===== config.mk =====
export PLATFORM = sky130hd
export DESIGN_NAME = motion_cmd_sequencer_flat
export DESIGN_NICKNAME = d
export VERILOG_FILES = /design/src/rtl/motion_pkg.sv /design/src/rtl/motion_cmd_sequencer_if.sv /design/src/rtl/motion_cmd_sequencer_cmd_fifo.sv /design/src/rtl/motion_cmd_sequencer.sv /design/src/flat_wrapper.sv
export SDC_FILE = /design/constraint.sdc
export NUM_CORES = 1
export LEC_CHECK = 0
export ABC_AREA = 1
export CAP_MARGIN = 0
export CORE_MARGIN = 2
export CORE_UTILIZATION = 35
export DETAILED_ROUTE_END_ITERATION = 7
export GPL_ROUTABILITY_DRIVEN = 0
export SETUP_SLACK_MARGIN = 0.02
export SLEW_MARGIN = 10
export SYNTH_ARGS = -nofsm -noshare
export SYNTH_HDL_FRONTEND = slang
export SYNTH_HIERARCHICAL = 1
export SYNTH_SLANG_ARGS = --single-unit

===== constraint.sdc =====
create_clock -name sysclk -period 3.57 [get_ports sysclk]
set_clock_uncertainty 0.15 [all_clocks]
set_input_delay 0.5355 -clock sysclk [delete_from_list [all_inputs] [get_ports sysclk]]
set_output_delay 0.5355 -clock sysclk [all_outputs]
set_load 0.005 [all_outputs]

===== src/rtl/motion_pkg.sv =====
// -----------------------------------------------------------------------------
// motion_pkg
// Shared types and constants for the motion command sequencer: axis count,
// field widths, the queued command record and the sequencer state encoding.
// -----------------------------------------------------------------------------
package motion_pkg;

    localparam int NUM_MOTORS  = 6;
    localparam int PULSE_W     = 10;
    localparam int MOTOR_IDX_W = 3;

    typedef struct packed {
        logic [MOTOR_IDX_W-1:0] motor;
        logic [PULSE_W-1:0]     pulses;
    } cmd_t;

    localparam int CMD_W = $bits(cmd_t);

    typedef enum logic [2:0] {
        S_HOME,
        S_IDLE,
        S_ISSUE,
        S_WAIT_RISE,
        S_WAIT_FALL,
        S_PARK
    } state_t;

    // A command can be executed only if it names a real axis and moves at least one pulse.
    function automatic logic cmd_is_legal(cmd_t c);
        return (c.motor < MOTOR_IDX_W'(NUM_MOTORS)) && (c.pulses != '0);
    endfunction

    function automatic logic [NUM_MOTORS-1:0] motor_onehot(logic [MOTOR_IDX_W-1:0] idx);
        return NUM_MOTORS'(1) << idx;
    endfunction

endpackage


===== src/rtl/motion_cmd_sequencer_if.sv =====
// -----------------------------------------------------------------------------
// motion_cmd_sequencer_if
// Host command channel into the sequencer (valid/ready handshake).
//   cmd_valid  host -> seq  command valid
//   cmd_ready  seq  -> host queue can accept
//   cmd_motor  host -> seq  motor index
//   cmd_pulses host -> seq  pulse count
// master = host side, slave = sequencer side.
// -----------------------------------------------------------------------------
interface motion_cmd_sequencer_if;
    import motion_pkg::*;

    logic                   cmd_valid;
    logic                   cmd_ready;
    logic [MOTOR_IDX_W-1:0] cmd_motor;
    logic [PULSE_W-1:0]     cmd_pulses;

    modport master (output cmd_valid, cmd_motor, cmd_pulses, input cmd_ready);
    modport slave  (input cmd_valid, cmd_motor, cmd_pulses, output cmd_ready);
endinterface


===== src/rtl/motion_cmd_sequencer_cmd_fifo.sv =====
// -----------------------------------------------------------------------------
// cmd_fifo
// Synchronous FIFO of move commands with flush.
//   sysclk, rst_n  clock, asynchronous active-low reset
//   flush          empty the queue (wins over push/pop)
//   push, wdata    write one entry (ignored when full)
//   pop            drop head entry (ignored when empty)
//   rdata          head entry, valid while !empty
//   empty, full    status flags
//   level          number of queued entries
// -----------------------------------------------------------------------------
module cmd_fifo
    import motion_pkg::*;
#(
    parameter int  DEPTH = 4,
    localparam int AW    = $clog2(DEPTH),
    localparam int LW    = AW + 1
) (
    input  logic          sysclk,
    input  logic          rst_n,
    input  logic          flush,
    input  logic          push,
    input  cmd_t          wdata,
    input  logic          pop,
    output cmd_t          rdata,
    output logic          empty,
    output logic          full,
    output logic [LW-1:0] level
);

    cmd_t          mem_q [DEPTH];
    logic [AW-1:0] wr_ptr_q;
    logic [AW-1:0] rd_ptr_q;
    logic [LW-1:0] level_q;
    logic          push_en;
    logic          pop_en;

    assign empty   = (level_q == '0);
    assign full    = (level_q == LW'(DEPTH));
    assign level   = level_q;
    assign rdata   = mem_q[rd_ptr_q];
    assign push_en = push && !full;
    assign pop_en  = pop && !empty;

    // NOTE: storage has no reset; the pointers/level define which entries are meaningful.
    always_ff @(posedge sysclk) begin
        if (push_en && !flush) begin
            mem_q[wr_ptr_q] <= wdata;
        end
    end

    // NOTE: sequential state always uses non-blocking assignments so every register
    // samples pre-edge values regardless of process ordering.
    always_ff @(posedge sysclk or negedge rst_n) begin
        if (!rst_n) begin
            wr_ptr_q <= '0;
            rd_ptr_q <= '0;
            level_q  <= '0;
        end else if (flush) begin
            wr_ptr_q <= '0;
            rd_ptr_q <= '0;
            level_q  <= '0;
        end else begin
            // Pointers are log2(DEPTH) bits wide, so they wrap naturally.
            if (push_en) wr_ptr_q <= wr_ptr_q + AW'(1);
            if (pop_en)  rd_ptr_q <= rd_ptr_q + AW'(1);
            case ({push_en, pop_en})
                2'b10:   level_q <= level_q + LW'(1);
                2'b01:   level_q <= level_q - LW'(1);
                default: level_q <= level_q;
            endcase
        end
    end

endmodule


===== src/rtl/motion_cmd_sequencer.sv =====
// -----------------------------------------------------------------------------
// motion_cmd_sequencer
// Queues host move commands and issues them one at a time to the six-axis
// pulse generator once all origins are calibrated. Each move: drive
// motor_sel/pulse_num, wait for pulse_busy to rise then fall, then park the
// generator inputs at zero so identical back-to-back commands retrigger it.
//   sysclk, rst_n  clock, asynchronous active-low reset
//   cmd            host command channel (slave side)
//   abort          flush queue, clear err, park (level, highest priority)
//   init_flag      per-axis calibrated flags
//   pulse_busy     generator busy
//   motor_sel      one-hot axis select to generator
//   pulse_num      pulse count to generator
//   move_done      1-cycle strobe when a move's busy falls
//   err            sticky error (bad command or busy never rose)
//   fifo_level     queued entries
// -----------------------------------------------------------------------------
module motion_cmd_sequencer
    import motion_pkg::*;
#(
    parameter int  DEPTH        = 4,
    parameter int  RISE_TIMEOUT = 255,
    parameter int  PARK_CYCLES  = 2,
    localparam int LW           = $clog2(DEPTH) + 1,
    localparam int TW           = $clog2(RISE_TIMEOUT + 1),
    localparam int PW           = $clog2(PARK_CYCLES + 1)
) (
    input  logic                    sysclk,
    input  logic                    rst_n,
    motion_cmd_sequencer_if.slave   cmd,
    input  logic                    abort,
    input  logic [NUM_MOTORS-1:0]   init_flag,
    input  logic                    pulse_busy,
    output logic [NUM_MOTORS-1:0]   motor_sel,
    output logic [PULSE_W-1:0]      pulse_num,
    output logic                    move_done,
    output logic                    err,
    output logic [LW-1:0]           fifo_level
);

    state_t                state_q, state_d;
    logic [TW-1:0]         timer_q, timer_d;
    logic [PW-1:0]         park_q, park_d;
    logic [NUM_MOTORS-1:0] motor_sel_q, motor_sel_d;
    logic [PULSE_W-1:0]    pulse_num_q, pulse_num_d;
    logic                  move_done_q, move_done_d;
    logic                  err_q, err_d;
    logic                  alive_q;

    cmd_t in_cmd, head_cmd;
    logic fifo_empty, fifo_full, accept, push, bad_cmd, pop, all_init;
    logic timer_hit, park_done;

    assign in_cmd    = '{motor: cmd.cmd_motor, pulses: cmd.cmd_pulses};
    // alive_q keeps cmd_ready low while reset is asserted and for the first edge after.
    assign cmd.cmd_ready = alive_q && !fifo_full;
    // An abort in the same cycle swallows the command.
    assign accept    = cmd.cmd_valid && cmd.cmd_ready && !abort;
    assign push      = accept && cmd_is_legal(in_cmd);
    assign bad_cmd   = accept && !cmd_is_legal(in_cmd);
    assign all_init  = &init_flag;
    assign pop       = (state_q == S_IDLE) && !abort && all_init && !fifo_empty;
    assign timer_hit = (timer_q == TW'(RISE_TIMEOUT));
    assign park_done = (park_q >= PW'(PARK_CYCLES - 1));

    cmd_fifo #(.DEPTH(DEPTH)) u_fifo (
        .sysclk (sysclk),
        .rst_n  (rst_n),
        .flush  (abort),
        .push   (push),
        .wdata  (in_cmd),
        .pop    (pop),
        .rdata  (head_cmd),
        .empty  (fifo_empty),
        .full   (fifo_full),
        .level  (fifo_level)
    );

    always_ff @(posedge sysclk or negedge rst_n) begin
        if (!rst_n) begin
            state_q     <= S_HOME;
            timer_q     <= '0;
            park_q      <= '0;
            motor_sel_q <= '0;
            pulse_num_q <= '0;
            move_done_q <= 1'b0;
            err_q       <= 1'b0;
            alive_q     <= 1'b0;
        end else begin
            state_q     <= state_d;
            timer_q     <= timer_d;
            park_q      <= park_d;
            motor_sel_q <= motor_sel_d;
            pulse_num_q <= pulse_num_d;
            move_done_q <= move_done_d;
            err_q       <= err_d;
            alive_q     <= 1'b1;
        end
    end

    // NOTE: every signal assigned in a combinational block gets a default first,
    // otherwise unassigned paths infer latches.
    always_comb begin
        state_d = state_q;
        if (abort) begin
            state_d = S_PARK;
        end else begin
            case (state_q)
                S_HOME:      if (all_init) state_d = S_IDLE;
                S_IDLE:      if (!all_init) state_d = S_HOME;
                             else if (!fifo_empty) state_d = S_ISSUE;
                S_ISSUE:     state_d = S_WAIT_RISE;
                S_WAIT_RISE: if (pulse_busy) state_d = S_WAIT_FALL;
                             else if (timer_hit) state_d = S_PARK;
                S_WAIT_FALL: if (!pulse_busy) state_d = S_PARK;
                S_PARK:      if (!all_init) state_d = S_HOME;
                             else if (park_done && !pulse_busy) state_d = S_IDLE;
                default:     state_d = S_HOME;
            endcase
        end
    end

    always_comb begin
        motor_sel_d = motor_sel_q;
        pulse_num_d = pulse_num_q;
        move_done_d = 1'b0;
        err_d       = err_q || bad_cmd;
        timer_d     = timer_q;
        park_d      = park_q;
        if (abort) begin
            motor_sel_d = '0;
            pulse_num_d = '0;
            err_d       = 1'b0;
            park_d      = '0;
        end else begin
            case (state_q)
                S_IDLE: begin
                    motor_sel_d = pop ? motor_onehot(head_cmd.motor) : '0;
                    pulse_num_d = pop ? head_cmd.pulses : '0;
                end
                S_ISSUE: timer_d = '0;
                S_WAIT_RISE: begin
                    if (!pulse_busy) begin
                        if (timer_hit) begin
                            err_d       = 1'b1;
                            motor_sel_d = '0;
                            pulse_num_d = '0;
                            park_d      = '0;
                        end else begin
                            timer_d = timer_q + TW'(1);
                        end
                    end
                end
                S_WAIT_FALL: begin
                    if (!pulse_busy) begin
                        move_done_d = 1'b1;
                        motor_sel_d = '0;
                        pulse_num_d = '0;
                        park_d      = '0;
                    end
                end
                S_PARK: begin
                    motor_sel_d = '0;
                    pulse_num_d = '0;
                    if (!park_done) park_d = park_q + PW'(1);
                end
                default: begin
                    motor_sel_d = '0;
                    pulse_num_d = '0;
                end
            endcase
        end
    end

    assign motor_sel = motor_sel_q;
    assign pulse_num = pulse_num_q;
    assign move_done = move_done_q;
    assign err       = err_q;

endmodule

===== src/flat_wrapper.sv =====
// flat-port wrapper written by rule: the top's interface ports become plain ports
module motion_cmd_sequencer_flat import motion_pkg::*;
#(
    parameter int  DEPTH        = 4,
    parameter int  RISE_TIMEOUT = 255,
    parameter int  PARK_CYCLES  = 2,
    localparam int LW           = $clog2(DEPTH) + 1,
    localparam int TW           = $clog2(RISE_TIMEOUT + 1),
    localparam int PW           = $clog2(PARK_CYCLES + 1)
)
  (sysclk, rst_n, abort, init_flag, pulse_busy, motor_sel, pulse_num, move_done, err, fifo_level, cmd_cmd_valid, cmd_cmd_motor, cmd_cmd_pulses, cmd_cmd_ready);
  motion_cmd_sequencer_if cmd_i ();
  input  logic sysclk;
  input  logic rst_n;
  input  logic abort;
  input  logic [NUM_MOTORS-1:0] init_flag;
  input  logic pulse_busy;
  output logic [NUM_MOTORS-1:0] motor_sel;
  output logic [PULSE_W-1:0] pulse_num;
  output logic move_done;
  output logic err;
  output logic [LW-1:0] fifo_level;
  input wire logic [$bits(cmd_i.cmd_valid)-1:0] cmd_cmd_valid;
  input wire logic [$bits(cmd_i.cmd_motor)-1:0] cmd_cmd_motor;
  input wire logic [$bits(cmd_i.cmd_pulses)-1:0] cmd_cmd_pulses;
  output wire logic [$bits(cmd_i.cmd_ready)-1:0] cmd_cmd_ready;
  assign cmd_i.cmd_valid = cmd_cmd_valid;
  assign cmd_i.cmd_motor = cmd_cmd_motor;
  assign cmd_i.cmd_pulses = cmd_cmd_pulses;
  assign cmd_cmd_ready = cmd_i.cmd_ready;
  motion_cmd_sequencer #(.DEPTH(DEPTH), .RISE_TIMEOUT(RISE_TIMEOUT), .PARK_CYCLES(PARK_CYCLES)) u_core (.sysclk(sysclk), .rst_n(rst_n), .cmd(cmd_i), .abort(abort), .init_flag(init_flag), .pulse_busy(pulse_busy), .motor_sel(motor_sel), .pulse_num(pulse_num), .move_done(move_done), .err(err), .fifo_level(fifo_level));
endmodule

### After elaboration in Yosys (flattened, before gate mapping)

Memory sizes are Yosys's and may differ from the RTL's.
Index checks and enable logic that the tools add are counted.

* flip-flop bits (word level): 39
* bits in latches: 0
* bits in writable memories: 52
* memory bits (read-only): 0
* input bits: 24
* output and inout port bits: 22
* logic and storage cells: 120
* memories kept: 1

Memories
* u_core.u_fifo.mem_q: depth 4, width 13, read ports 1, clocked after memory_dff 0, wr ports 1, RTL line motion_cmd_sequencer_cmd_fifo.sv:31 `cmd_t mem_q [DEPTH];`

* add/subtract/negate cells: 6
* $mul: 0
* div/mod/pow operators: 0
* magnitude comparators: 2
* equality and inequality tests: 20
* shift operators: 1
* mux-type cells: 46
* bitwise operators: 1
* reduce and logical (&&, ||, !) cells: 32

Operators by type and width (count)
* two-way mux 10 bit: 5
* case mux 10 bit (4 select lines): 1
* two-way mux 3 bit: 10
* two-way mux 6 bit: 5
* case mux 6 bit (4 select lines): 1
* two-way mux 2 bit: 9
* case mux 3 bit (6 select lines): 1
* two-way mux 8 bit: 2
* case mux 8 bit (2 select lines): 1
* logical AND 1 bit: 13
* AND reduction 5 bit: 2
* nonzero test 10 bit: 1
* equality test 3 bit (second input constant): 3
* two-way mux 1 bit: 9
* inequality test 3 bit (second input constant): 3
* adder 8 x 1 -> 8 bit (second input constant): 1
* equality test 8 bit (second input constant): 1
* inequality test 4 bit (second input constant): 2
* AND reduction 4 bit: 2
* adder 2 x 1 -> 2 bit (second input constant): 3
* equality test 3 x 2 -> 1 bit (second input constant): 2
* logical NOT 3 bit: 2
* inequality test 2 bit (second input constant): 3
* inequality test 3 x 2 -> 1 bit (second input constant): 2
* other kinds (18): 24

### Longest topological paths before layout

Gate-level depths: netlist of run 1.

* depth in word-level cells: 11
* mapped depth: 17
* depth with buffers taken out: 16

### Hierarchy

The synthesis of run 1 kept the hierarchy.

Modules (own cells, without submodules)
* cmd_fifo: instances 1, cells an instance 193, area an instance 2412.3 µm²
* motion_cmd_sequencer: instances 1, cells an instance 247, area an instance 1783.0 µm²

### Worst setup path before layout of run 1

OpenSTA, ideal clock, no wires.

* kind: register -> register
* start: register u_core.u_fifo.level_q[0], in the netlist u_core/u_fifo/level[0]
* end: memory u_core/u_fifo/mem_q[0][0] (netlist name), enable pin
* setup time: 0.382 ns
* data arrival time: 1.927 ns
* required time: 3.038 ns
* slack: 1.110 ns
* cell stages (with the launch flop): 11
* cells stage by stage: dfrtp_1 nor2_2 nand2_1 inv_1 nor2_1 nand3_1 nor2_1 inv_1 a21oi_2 nand2_1 nor2_1

* word-level cells in the longest chain between the ends: 10

RTL lines
* from (decl): RTL line motion_cmd_sequencer_cmd_fifo.sv:34 `logic [LW-1:0] level_q;`
* from (signal assigned): RTL line motion_cmd_sequencer_cmd_fifo.sv:68 `2'b10: level_q <= level_q + LW'(1);`
* from (signal assigned): RTL line motion_cmd_sequencer_cmd_fifo.sv:69 `2'b01: level_q <= level_q - LW'(1);`
* from (signal assigned): RTL line motion_cmd_sequencer_cmd_fifo.sv:70 `default: level_q <= level_q;`
* equality test 3 bit: RTL line motion_cmd_sequencer_cmd_fifo.sv:39 `assign full = (level_q == LW'(DEPTH));`
* via u_core.fifo_full: RTL line motion_cmd_sequencer.sv:51 `logic fifo_empty, fifo_full, accept, push, bad_cmd, pop, all_init;`
* logical NOT 1 bit: RTL line motion_cmd_sequencer.sv:56 `assign cmd.cmd_ready = alive_q && !fifo_full;`
* logical AND 1 bit: RTL line motion_cmd_sequencer.sv:56
* via cmd_cmd_ready: RTL line flat_wrapper.sv:26 `output wire logic [$bits(cmd_i.cmd_ready)-1:0] cmd_cmd_ready;`
* logical AND 1 bit (2 in series): RTL line motion_cmd_sequencer.sv:58 `assign accept = cmd.cmd_valid && cmd.cmd_ready && !abort;`
* logical AND 1 bit: RTL line motion_cmd_sequencer.sv:59 `assign push = accept && cmd_is_legal(in_cmd);`
* via u_core.push: RTL line motion_cmd_sequencer.sv:51
* logical AND 1 bit: RTL line motion_cmd_sequencer_cmd_fifo.sv:42 `assign push_en = push && !full;`
* logical AND 1 bit: RTL line motion_cmd_sequencer_cmd_fifo.sv:47 `if (push_en && !flush) begin`
* two-way mux 1 bit: RTL line motion_cmd_sequencer_cmd_fifo.sv:47
* two-way mux 1 bit (implied by the code): RTL line motion_cmd_sequencer_cmd_fifo.sv:48 `mem_q[wr_ptr_q] <= wdata;`
* to (decl): RTL line motion_cmd_sequencer_cmd_fifo.sv:31

The timed path passes the listed nets, and every way through them passes these cells.

### Worst setup path in the final report of run 1

* start: input init_flag[4]
* end: register u_core.u_fifo.level_q[1], in the netlist u_core/u_fifo/level[1]

* word-level cells in the longest chain between the ends: 7
* elaborated cells between the ends (all ways): 9
* those cells by class: eq/ne: 2; mux: 2; reduce/logical: 5

RTL lines
* from (decl): RTL line flat_wrapper.sv:16 `input logic [NUM_MOTORS-1:0] init_flag;`
* AND reduction 6 bit (*): RTL line motion_cmd_sequencer.sv:61 `assign all_init = &init_flag;`
* logical AND 1 bit (*) (2 in series): RTL line motion_cmd_sequencer.sv:62 `assign pop = (state_q == S_IDLE) && !abort && all_init && !fifo_empty;`
* logical AND 1 bit (*): RTL line motion_cmd_sequencer_cmd_fifo.sv:43 `assign pop_en = pop && !empty;`
* equality test 2 x 1 -> 1 bit / equality test 2 bit (equally long branches): RTL line motion_cmd_sequencer_cmd_fifo.sv:67 `case ({push_en, pop_en})`
* case mux 3 bit (2 select lines): RTL line motion_cmd_sequencer_cmd_fifo.sv:67
* two-way mux 3 bit: RTL line motion_cmd_sequencer_cmd_fifo.sv:59 `end else if (flush) begin`

Mark *: on every way between the ends. The rest lies on a longest branch, timed or not.
A chain may end at the register's enable or synchronous reset.

==> results.py, run 1 <==
metrics = {
    "run_status": {
        "status": "completed",
    },
    "synth": {
        "async_reset_ff_frac": 0.429,
        "synth_ff_type": "edfxtp_1",
        "yosys_warnings": 6,
        "syn_nets": 471,
        "ys_ff_latch": 91,
        "synth_area_um2": 4200,
        "yosysUniqueCellTypes": 32,
        "avgSynthCellArea_um2": 9.53,
        "syn-instance-count": 440,
        "synth-edff-count": 52,
        "synth_seq_area_share": 0.605,
    },
    "global_route": {
        "grt_pass1_wl_um": 14700,
        "grt_use_met2": 0.242,
        "grt-busiest-layer": "met2",
        "grt.met3_usage": 0.0452,
        "grt_max_degree": 40,
        "grt_usage": 0.148,
        "gr-total-overflow": 0,
        "met1_usage": 0.191,
        "antenna_found_initial": 0,
        "grt_pass1_vias": 3016,
    },
    "floorplanning": {
        "die_area_um2": 12900,
        "initial_utilization": 0.363,
        "die_y_um": 113,
        "rows": 39,
        "die_w_um": 113,
        "design.core.area_um2": 11600,
        "ios": 46,
    },
    "detailed_routing": {
        "wl_per_cell_um": 14.1,
        "wl_um": 8990,
        "drcViolationCount": 0,
        "via_per_inst": 4.85,
        "drtIter0Drc": 131,
        "postRouteAntennaNets": 0,
        "vias": 3097,
        "firstDrtPassIters": 5,
    },
    "timing": {
        "fin_crit_sh": 0.777,
        "tightest_slew_ps": 872,
        "slew_violations": 0,
        "hold_slack_ps": 164,
        "fin_crit_ps": 2770,
        "setup_ws_ps": 797,
        "grt_setup_unrepaired": "no",
        "setup_violations": 0,
        "relSlewSlack": 0.419,
        "fmax_mhz": 361,
        "hold_viol_final": 0,
        "setup_tns_ps": 0,
    },
    "place": {
        "dp.final_hpwl_um": 6160,
        "port_buffers": 45,
        "post_dp_cell_area_um2": 4800,
        "place_ws_ps": 445,
        "dp_cells": 623,
    },
    "clock_network": {
        "cts_buffers": 9,
        "cts_resized": 0,
        "cts_root_buffer": "clkbuf_16",
        "ctsHtreeMaxLevel": 3,
        "clock_latency_ps": 340,
        "cts_hold_buf": 0,
        "clk_pin_slew_ps": 60,
        "tritoncts": "yes",
        "clockBufferDepth": 2,
        "clock-sinks": 91,
        "post_cts_buffers": 0,
    },
    "layout": {
        "area_delta_synth_final_pct": 21.0,
        "drive_gt1_frac": 0.0948,
        "layout_common_cells": "109 x nand2_1, 62 x nor2_1, 52 x edfxtp_1",
        "nets": 522,
        "final_core_util": 0.439,
        "seqCellArea_um2": 2540,
        "design_area_um2": 5080,
        "antenna_cells": 0,
        "final_cells": 639,
        "fillers": 1146,
        "multi_input_area_um2": 1420,
        "final_common_cell": "nand2_1",
    },
    "setup_path": {
        "cp-start-kind": "input port",
        "path_class": "input port to flop",
        "worstSetupEndpointType": "flop",
        "critPathMaxFanout": 15,
        "arrival_ps": 2850,
        "worstPathRequired_ps": 3650,
    },
    "worst_hold_path": {
        "hp-class": "input port to asynchronous set/reset pin",
    },
    "run": {
        "drv_cap": 0,
    },
    "power": {
        "p_leak_nw": 2.13,
        "peakVddDrop_mv": 0.313,
        "p_per_area_nw_per_um2": 470,
        "p_total_mw": 2.39,
    },
}
worst max-delay path: stages:
cell             delay (ps)
clkdlybuf4s50_1         450
nand2_1                  60
nor2_2                  160
nand2_1                 110
nor3_2                  170
nand2_1                 120
inv_2                   240
nand2_2                 120
inv_2                   100
nand2_4                  70
inv_1                    70
fa_1                    410
inv_1                    70
nor2_1                   40
nand2_1                  60
nand2_1                  50
power by group:
group / internal [mW] / total (mW) / switching (mW)
sequential: 1.15 / 1.20 / 0.0459
combinational: 0.119 / 0.300 / 0.181
clock: 0.493 / 0.888 / 0.395
total: 1.77 / 2.39 / 0.622
metal layers:
layer  up-vias  wire length [um]
li1       1557                 -
met1      1464              4040
met2        66              4420
met3        10               415
met4         0               111
met5         -                 0
cells by family after synthesis:
kind of cell	synth area share
simple gates	0.229
buf+inv	0.0576
fa+ha+maj	0.0227
flops	0.605
compound gates	0.0826
other cells	0.000894
xor+xnor	0.00209
flip-flops by register name, indices dropped and copies added, names as in the netlist:
| name | cells |
|---|---|
| u_core/alive_q | 1 |
| u_core/err | 1 |
| u_core/motor_sel | 6 |
| u_core/move_done | 1 |
| u_core/park_q | 2 |
| u_core/pulse_num | 10 |
| u_core/state_q | 3 |
| u_core/timer_q | 8 |
| u_core/u_fifo/level | 3 |
| u_core/u_fifo/mem_q | 52 |
| u_core/u_fifo/rd_ptr_q | 2 |
| u_core/u_fifo/wr_ptr_q | 2 |
area by class of cell:
type	instances	area share
well taps	143	0.0352
inverters	44	0.0325
repair buffers	52	0.0981
flip-flops and latches	91	0.500
clock inverters	5	0.00739
multi-input cells	293	0.279
clock buffers	11	0.0478
worst paths after layout:
check                                    start                endpoint  slack (ps)  cells past startpoint
max                               init_flag[4]  u_core/u_fifo/level[1]         800                     16
min                                      rst_n       u_core/timer_q[6]         160                      1
max reg2reg                  u_core/state_q[1]  u_core/u_fifo/level[1]        1070                     14
min reg2reg                u_core/pulse_num[8]     u_core/pulse_num[8]         320                      2
max in group asynchronous                rst_n  u_core/u_fifo/level[1]        2560                      1
min in group sysclk        u_core/pulse_num[8]     u_core/pulse_num[8]         320                      2
synth_stat cells (all sizes together) (2+ instances only):
| master | count | area [um^2] |
|---|---|---|
| nand2 | 114 | 450 |
| nor2 | 70 | 288 |
| edfxtp | 52 | 1560 |
| inv | 44 | 165 |
| dfrtp | 39 | 976 |
| o21ai | 38 | 190 |
| nand3 | 18 | 95.1 |
| o22ai | 13 | 81.3 |
| nand4 | 12 | 75.1 |
| buf | 10 | 68.8 |
| a21oi | 7 | 38.8 |
| ha | 6 | 75.1 |
| nor3 | 6 | 35.0 |
| clkbuf | 2 | 7.51 |
| or2 | 2 | 12.5 |
No activity file was read; power rests on OpenSTA's default activity.
==> run 2, diff against run 1 <==
==> constraint.sdc (replaced) <==
create_clock -name sysclk -period 2.4 [get_ports sysclk]
set_clock_uncertainty 0.15 [all_clocks]
set_input_delay 0.36 -clock sysclk [delete_from_list [all_inputs] [get_ports sysclk]]
set_output_delay 0.36 -clock sysclk [all_outputs]
set_load 0.005 [all_outputs]
==> run 2 against run 1 <==
  * Clock power up 46%
  * Core utilization grew 3.0 points
  * Total power increased by 51%
  * Non-clock buffer count increased by 35
  * Design area is 6.8% higher
  * Sequential cell count unchanged
  * Via count rose by 3.8%
  * Sequential power increased by 48%
  * Cell count is 5.5% higher
  * Critical path type unchanged
  * Critical endpoint is now u_core/u_fifo/level[2]
  * Largest cell class unchanged
  * Highest routed layer unchanged
==> results.py, run 2 (synthesized netlist as in run 1, its figures left out) <==
metrics = {
    "detailed_routing": {
        "firstDrtPassIters": 4,
        "wl_um": 9280,
        "wl_per_cell_um": 13.8,
        "vias": 3216,
        "drtIter0Drc": 152,
        "postRouteAntennaNets": 0,
        "via_per_inst": 4.77,
        "drcViolationCount": 0,
    },
    "worst_hold_path": {
        "hp-class": "input port to flop",
        "whs_path_depth": 1,
        "holdPathEnd": "u_core/u_fifo/mem_q[2][1]",
        "holdCritStartpoint": "cmd_cmd_pulses[1]",
    },
    "place": {
        "post_dp_cell_area_um2": 5090,
        "dp.final_hpwl_um": 6560,
        "port_buffers": 45,
        "dp_cells": 655,
    },
    "timing": {
        "hold_viol_final": 0,
        "grt_setup_unrepaired": "yes",
        "fin_crit_ps": 2260,
        "slew_violations": 0,
        "fmax_mhz": 442,
        "fin_crit_sh": 0.943,
        "setup_violations": 0,
    },
    "setup_path": {
        "r2r_cells": 15,
        "r2r_start": "u_core/u_fifo/level[0]",
        "worstSetupEndpointType": "flop",
        "reg2reg_slack_ps": 160,
        "path_class": "input port to flop",
        "arrival_ps": 2340,
        "worstPathRequired_ps": 2470,
        "cp-start-kind": "input port",
        "critPathMaxFanout": 2,
        "r2r-end": "u_core/u_fifo/level[2]",
    },
    "run": {
        "drv_cap": 0,
    },
    "floorplanning": {
        "initial_utilization": 0.363,
        "die_area_um2": 12900,
        "rows": 39,
        "ios": 46,
        "design.core.area_um2": 11600,
        "die_w_um": 113,
        "die_y_um": 113,
    },
    "layout": {
        "design_area_um2": 5420,
        "final_cells": 674,
        "largest-register": "u_core/u_fifo/mem_q",
        "antenna_cells": 0,
        "seqCellArea_um2": 2540,
        "multi_input_area_um2": 1460,
        "drive_gt1_frac": 0.166,
        "largest_register_ffs": 52,
        "nets": 557,
        "fillers": 1093,
        "area_delta_synth_final_pct": 29.2,
        "layout_common_cells": "106 x nand2_1, 60 x nor2_1, 52 x edfxtp_1",
        "final_common_cell": "nand2_1",
    },
    "power": {
        "p_int_mw": 2.65,
        "pwr-share-seq": 0.492,
        "p_per_area_nw_per_um2": 665,
        "p_total_mw": 3.60,
        "switching_share": 0.265,
        "p_comb_frac": 0.148,
        "peakVddDrop_mv": 0.473,
        "power.switching_mw": 0.955,
        "p_leak_nw": 2.32,
        "power_frac_clock": 0.360,
    },
    "global_route": {
        "grt_max_degree": 29,
        "grt_pass1_wl_um": 15400,
        "grt_pass1_vias": 3157,
        "grt_usage": 0.153,
        "gr-total-overflow": 0,
        "antenna_found_initial": 0,
    },
    "clock_network": {
        "cts_buffers": 9,
        "clk_pin_slew_ps": 60,
        "tritoncts": "yes",
        "ctsHtreeMaxLevel": 3,
        "clock_latency_ps": 340,
        "cts_root_buffer": "clkbuf_16",
        "clock-sinks": 91,
        "clockBufferDepth": 2,
    },
    "run_status": {
        "status": "completed",
    },
}
==> run 2: cell count changes in the layout (fill, tap and decap cells not counted), moves of 2 or more <==
cell     delta
buf_12      +4
buf_4      +30
nand2_1     -3
nand2_2     +3
nor2_1      -2
nor2_4      +2
==> run 2: how the worst max path moves through the flow <==
stage / startpoint / end / slack, ps / depth (start not counted)
detailed placement: cmd_cmd_pulses[1] / u_core/u_fifo/level[2] / -380 / 14
global route: u_core/u_fifo/level[1] / u_core/u_fifo/level[2] / 3 / 15
finish: cmd_cmd_pulses[0] / u_core/u_fifo/level[2] / 140 / 15
floorplan: u_core/u_fifo/level[0] / u_core/u_fifo/mem_q[0][0] / -60 / 10
CTS: cmd_cmd_pulses[4] / u_core/u_fifo/level[2] / 50 / 14
global placement: cmd_cmd_pulses[1] / u_core/u_fifo/level[2] / -300 / 14
==> run 2: through the flow <==
step                setup WS, ps   util  TNS (ps)  hold WS [ps]
floorplan                  -59.9      -     -3110         -85.6
global route                2.91  0.469         0           312
finish                       137  0.469         0           289
global placement            -304  0.440    -10000           184
CTS                         47.2  0.464         0           288
detailed placement          -383  0.440    -13330           192
==> run 2: area by class of cell <==
class / instances / area share
sequential: 91 / 0.468
multi-input combinational: 293 / 0.269
timing repair buffer: 87 / 0.150
clock buffer: 11 / 0.0429
tap: 143 / 0.0330
inverter: 44 / 0.0305
clock inverter: 5 / 0.00669
==> run 2: what timing repair did <==
action,in CTS,in global routing
setup endpoints to repair,1,2
hold endpoints to repair,17,0
pin swaps,0,6
buffers inserted,0,2
hold buffers,1,0
resized for setup,1,11
==> run 2: worst max-delay path, cell delays in order <==
cell and delay, ps:
clkdlybuf4s50_1 500, nor2_1 60, nand3_1 80, o21ai_1 100
buf_4 160, nor2_4 80, nand2_2 80, nand2_4 70
inv_1 50, fa_1 410, xor2_2 170, inv_1 60
nand2_1 40, nand3_1 50, nand2_1 50
==> run 2: power by group through the flow <==
stage	clock network [mW]	registers, mW	logic (mW)
3_5_place_dp	0	1.80	0.517
2_1_floorplan	0	1.80	0.290
3_3_place_gp	0	1.80	0.505
5_1_grt	1.40	1.78	0.604
6_report	1.30	1.77	0.533
4_1_cts	1.33	1.77	0.520
==> run 2: metal layers <==
layer / track usage / vias up / wire (um)
li1: - / 1633 / -
met2: 0.255 / 66 / 4610
met3: 0.0414 / 4 / 424
met4: 0.0325 / 0 / 46
met1: 0.201 / 1513 / 4210
met5: 0 / - / 0
